## src/rtl/wide_add_sequencer_pkg.sv

```systemverilog
// Shared definitions for the nibble-serial wide adder.
//   - state_e      : controller FSM encoding
//   - NIB_W        : width of the shared adder slice
//   - idx_width()  : width of the nibble index counter (never below 1)
package wide_add_sequencer_pkg;

  localparam int unsigned NIB_W = 4;

  typedef enum logic [1:0] {
    ST_IDLE = 2'd0,
    ST_RUN  = 2'd1,
    ST_DONE = 2'd2
  } state_e;

  // A single-nibble configuration still needs a 1-bit index register.
  function automatic int unsigned idx_width(input int unsigned nibbles);
    return (nibbles <= 1) ? 1 : $clog2(nibbles);
  endfunction

endpackage

```

## src/rtl/four_bit_adder.sv

```systemverilog
// Combinational 4-bit ripple-carry adder slice.
// Ports:
//   a, b    : nibble operands
//   cin     : carry in
//   sum_c   : nibble sum
//   cout_c  : carry out of bit 3
module four_bit_adder
  import wide_add_sequencer_pkg::*;
(
  input  logic [NIB_W-1:0] a,
  input  logic [NIB_W-1:0] b,
  input  logic             cin,
  output logic [NIB_W-1:0] sum_c,
  output logic             cout_c
);

  logic carry;

  // Bit-serial ripple through the slice.
  always_comb begin
    sum_c = '0;
    carry = cin;
    for (int i = 0; i < int'(NIB_W); i++) begin
      sum_c[i] = a[i] ^ b[i] ^ carry;
      carry    = (a[i] & b[i]) | (carry & (a[i] ^ b[i]));
    end
    cout_c = carry;
  end

endmodule

```

## src/rtl/wide_add_sequencer.sv

```systemverilog
// Wide add/subtract built from one 4-bit adder slice reused once per cycle,
// least-significant nibble first, carry held in a register between nibbles.
// Ports:
//   clk, rst               : clock, synchronous active-high reset
//   req_valid/req_ready    : request handshake carrying a, b, sub
//   a, b                   : W-bit operands, W = 4*NIBBLES
//   sub                    : 0 -> a+b, 1 -> a-b
//   res_valid/res_ready    : result handshake
//   result                 : W-bit sum/difference
//   carry_out              : carry out of the top nibble (sub: 1 = no borrow)
//   overflow               : two's-complement signed overflow
//   busy                   : operation in flight (RUN or DONE)
module wide_add_sequencer
  import wide_add_sequencer_pkg::*;
#(
  parameter int unsigned NIBBLES = 4
) (
  input  logic                   clk,
  input  logic                   rst,
  input  logic                   req_valid,
  output logic                   req_ready,
  input  logic [NIB_W*NIBBLES-1:0] a,
  input  logic [NIB_W*NIBBLES-1:0] b,
  input  logic                   sub,
  output logic                   res_valid,
  input  logic                   res_ready,
  output logic [NIB_W*NIBBLES-1:0] result,
  output logic                   carry_out,
  output logic                   overflow,
  output logic                   busy
);

  localparam int unsigned W     = NIB_W * NIBBLES;
  localparam int unsigned IDX_W = idx_width(NIBBLES);
  localparam logic [IDX_W-1:0] LAST_IDX = IDX_W'(NIBBLES - 1);

  state_e           state_q, state_d;
  logic [IDX_W-1:0] idx_q, idx_d;
  logic             carry_q, carry_d;
  logic [W-1:0]     a_q, a_d;
  logic [W-1:0]     b_q, b_d;
  logic [W-1:0]     result_q, result_d;

  logic [NIB_W-1:0] a_nib_c, b_nib_c, sum_nib_c;
  logic             cout_nib_c;

  // Select the current nibble of each operand for the shared slice.
  assign a_nib_c = a_q[NIB_W*idx_q +: NIB_W];
  assign b_nib_c = b_q[NIB_W*idx_q +: NIB_W];

  four_bit_adder u_slice (
    .a      (a_nib_c),
    .b      (b_nib_c),
    .cin    (carry_q),
    .sum_c  (sum_nib_c),
    .cout_c (cout_nib_c)
  );

  // State and datapath registers.
  always_ff @(posedge clk) begin
    if (rst) begin
      state_q  <= ST_IDLE;
      idx_q    <= '0;
      carry_q  <= 1'b0;
      a_q      <= '0;
      b_q      <= '0;
      result_q <= '0;
    end else begin
      state_q  <= state_d;
      idx_q    <= idx_d;
      carry_q  <= carry_d;
      a_q      <= a_d;
      b_q      <= b_d;
      result_q <= result_d;
    end
  end

  // Next-state and datapath update.
  always_comb begin
    state_d  = state_q;
    idx_d    = idx_q;
    carry_d  = carry_q;
    a_d      = a_q;
    b_d      = b_q;
    result_d = result_q;

    case (state_q)
      ST_IDLE: begin
        if (req_valid) begin
          // Subtraction is a + ~b + 1: invert b and seed the carry with 1.
          a_d     = a;
          b_d     = sub ? ~b : b;
          carry_d = sub;
          idx_d   = '0;
          state_d = ST_RUN;
        end
      end
      ST_RUN: begin
        result_d[NIB_W*idx_q +: NIB_W] = sum_nib_c;
        carry_d = cout_nib_c;
        idx_d   = idx_q + IDX_W'(1);
        if (idx_q == LAST_IDX) begin
          state_d = ST_DONE;
        end
      end
      ST_DONE: begin
        if (res_ready) begin
          state_d = ST_IDLE;
        end
      end
      default: begin
        state_d = ST_IDLE;
      end
    endcase
  end

  // Handshake and status outputs decode directly from the state register.
  assign req_ready = (state_q == ST_IDLE);
  assign res_valid = (state_q == ST_DONE);
  assign busy      = (state_q != ST_IDLE);
  assign result    = result_q;

  // Flags are forced low outside DONE so stale values never leak out.
  assign carry_out = res_valid & carry_q;
  assign overflow  = res_valid & (a_q[W-1] == b_q[W-1]) & (result_q[W-1] != a_q[W-1]);

endmodule
```

## config.mk

```make
export PLATFORM = sky130hd
export DESIGN_NAME = wide_add_sequencer
export DESIGN_NICKNAME = d
export VERILOG_FILES = /design/src/rtl/wide_add_sequencer_pkg.sv /design/src/rtl/four_bit_adder.sv /design/src/rtl/wide_add_sequencer.sv
export SDC_FILE = /design/constraint.sdc
export NUM_CORES = 1
export LEC_CHECK = 0
export BUFFER_PORTS_ARGS = -buffer_cell sky130_fd_sc_hd__buf_2
export CAP_MARGIN = 0
export CORE_MARGIN = 4
export CORE_UTILIZATION = 42
export CTS_CLUSTER_SIZE = 8
export DETAILED_ROUTE_END_ITERATION = 8
export HOLD_SLACK_MARGIN = 0.06
export PLACE_DENSITY = 0.71
export SLEW_MARGIN = 20
export SYNTH_ARGS = -nofsm -noshare
export SYNTH_HDL_FRONTEND = slang
export SYNTH_HIERARCHICAL = 1
export SYNTH_SLANG_ARGS = --single-unit
```

## constraint.sdc

```tcl
create_clock -name clk -period 3.5 [get_ports clk]
set_input_delay 0.175 -clock clk [delete_from_list [all_inputs] [get_ports clk]]
set_output_delay 0.175 -clock clk [all_outputs]
set_load 0.005 [all_outputs]
```

==> run metrics <==
outcome=finished clean; H-tree depth=2; 1st-iter DRT viols=130; post_cts resized=0; wire per inst=13.9 um; Synth Instances=277; most frequent CP cell=inv_1; Fin. Hold Viols=0; Routed WL=5500 um; slowest stage delay, CP=0.54 ns; Pleak=0.00122 uW; Placeable Area=0.00568 mm2; Pwr Total=1350 uW; clock slew at reported path FFs=0.09 ns; Avg Inst Size Synth=9.12 um2; share of layout cells above drive strength 1=0.246; CTS tree=yes; fmax=322 MHz; Placed Instances=389; arrival time worst endpoint=3.32 ns; startpoint types=register; Initial Util=0.445; Yosys warning total=6; Row Count=27; Tmin final=3.11 ns; Worst Hold Class=in -> reg; Mapped Area=0.00252 mm2; antenna fix cells=0; clk sinks=53; gr usage total=0.159; first-pass GRT wire length=9430 um; Post-Layout Cell Count=397; synth unique cells=34; Die ar.=0.00732 mm2; # port buffers=57; final net count=370; area leader, netlist=dfxtp_1; io pins=58; Synth Flop Type=dfxtp_1; Clock Latency Late Sink=0.31 ns; EDFF count, synth=0; pin count of the biggest net entering global routing=56; Overflow after GRT=0; Peak VDD IR=0.179 mV; DR pass1 iterations=4; Seq/Total Area, Yosys=0.420; post-DP HPWL=4000 um; Crit Path Category=reg -> reg; setup repair bufs after CTS=0; Power Density=452 mW/mm2; max cap viols=0; WHS=0.0917 ns; Mapped Nets=323; Die W=85.5 um; Final Max Slew Viols=0; post-route setup TNS=0 ns; initial antenna violation count=0; Routed Antenna Nets=0; root buffer cell=clkbuf_8; worst path cell trace=mux4_2 > fa_1 > inv_1 > fa_1 > inv_1 > fa_1 > inv_1 > fa_1 > inv_1 > inv_1 > o41ai_1; Die Ht=85.5 um; vias per cell=5.03; CP Max Fanout=4; Required @ worst endpoint=3.71 ns; final setup fails=0; clock tree buffer depth=2; vias in the first global route=1,924; post-synth top area share=0.420; Yosys reg bits=53; commonest non-fill, non-tap cells in the layout=buf_2 (57), dfxtp_1 (53), nand2_1 (42), a21oi_1 (29); area grow syn2layout=18.6%; RSZ-0062 raised after global routing=no; CP top delay family=adder cells; total CTS buffers=5; Tightest Pin Transition=0.951 ns; gpl congestion=0.817; asr flop ratio synth=0; fin crit share=0.888; commonest non-fill, non-tap cell in the layout=buf_2; DRC violations left=0; clk_skew=0.0115 ns; endpoint class of the critical path=register; Critical path buffers and inverters=5; largest cells by area after synthesis=dfxtp_1 (42%), mux4_2 (7.1%), nand2_1 (6.2%); vias=1,995; CTS Hold Bufs=0; Crit-path slowest cell=mux4_2; Slew HR=0.366
[kinds of logic after synthesis]
group                      Yosys count  synth area share
DFF                                 53             0.420
muxes                                9            0.0753
AOI/OAI and AO/OA                   57             0.145
xor gates and xnor gates            16            0.0555
buffers and inverters               39            0.0619
adders and majority gates            9            0.0565
and+or+nand+nor                     94             0.186
[per-layer routing]
metal,GRT usage,routed length [um],up-vias
li1,-,-,1037
met1,0.219,2570,899
met2,0.251,2580,53
met3,0.0403,293,6
met4,0.0388,61,0
met5,0,0,-
[registers in the layout, indices dropped and copies added, names as in the netlist]
name and flops:
carry_q 1, idx_q 2, result 16, a_q 16
state_q 2, b_q 16
[power breakdown]
part           switching, uW  internal (uW)  leakage (uW)
registers               22.3            636      0.000434
clock network            202            284     0.0000681
logic                    116           93.0      0.000716
[metrics by stage]
step	setup slack [ns]	instance area (um2)	utilization
after CTS	0.391	2990	0.527
after global routing	0.167	3000	0.528
after global placement	0.470	2860	0.503
after floorplan	0.297	2520	-
after detailed placement	0.408	2860	0.503
final	0.393	3000	0.528
[path summary, 6_finish.rpt]
kind / startpoint / to / slack [ns] / depth (start not counted)
setup / recovery: idx_q[0]$_SDFFE_PP0P_ / result[3]$_SDFFE_PP0P_ / 0.39 / 11
hold / removal: a[10] / a_q[10]$_SDFFE_PP0P_ / 0.09 / 3
setup reg to reg: idx_q[0]$_SDFFE_PP0P_ / result[3]$_SDFFE_PP0P_ / 0.39 / 11
hold reg to reg: result[5]$_SDFFE_PP0P_ / result[5]$_SDFFE_PP0P_ / 0.46 / 2
[worst register-to-register path, stage by stage (launching register included)]
cell and delay [ns]:
dfxtp_1 0.42, mux4_2 0.54, fa_1 0.42, inv_1 0.08
fa_1 0.16, inv_1 0.05, fa_1 0.35, inv_1 0.08
fa_1 0.40, inv_1 0.14, inv_1 0.06, o41ai_1 0.32
[cell usage after synthesis, drive strengths merged (2+ instances only)]
| library cell | instances |
|---|---|
| a211oi | 16 |
| a21oi | 29 |
| a22o | 4 |
| and3b | 2 |
| buf | 9 |
| clkbuf | 11 |
| dfxtp | 53 |
| fa | 4 |
| ha | 5 |
| inv | 19 |
| mux4 | 8 |
| nand2 | 42 |
| nand3 | 8 |
| nand3b | 10 |
| nor2 | 19 |
| nor2b | 3 |
| o41ai | 4 |
| or3b | 2 |
| xnor2 | 16 |
[layout make-up]
class                      instances  area (um2)
clock buffer                       5        68.8
tap                               72        90.1
timing repair buffer              60         320
multi-input combinational        185        1320
clock inverter                     3        65.1
fill                             549        2680
sequential                        53        1060
inverter                          19        71.3
(Power assumes the default switching activity.)
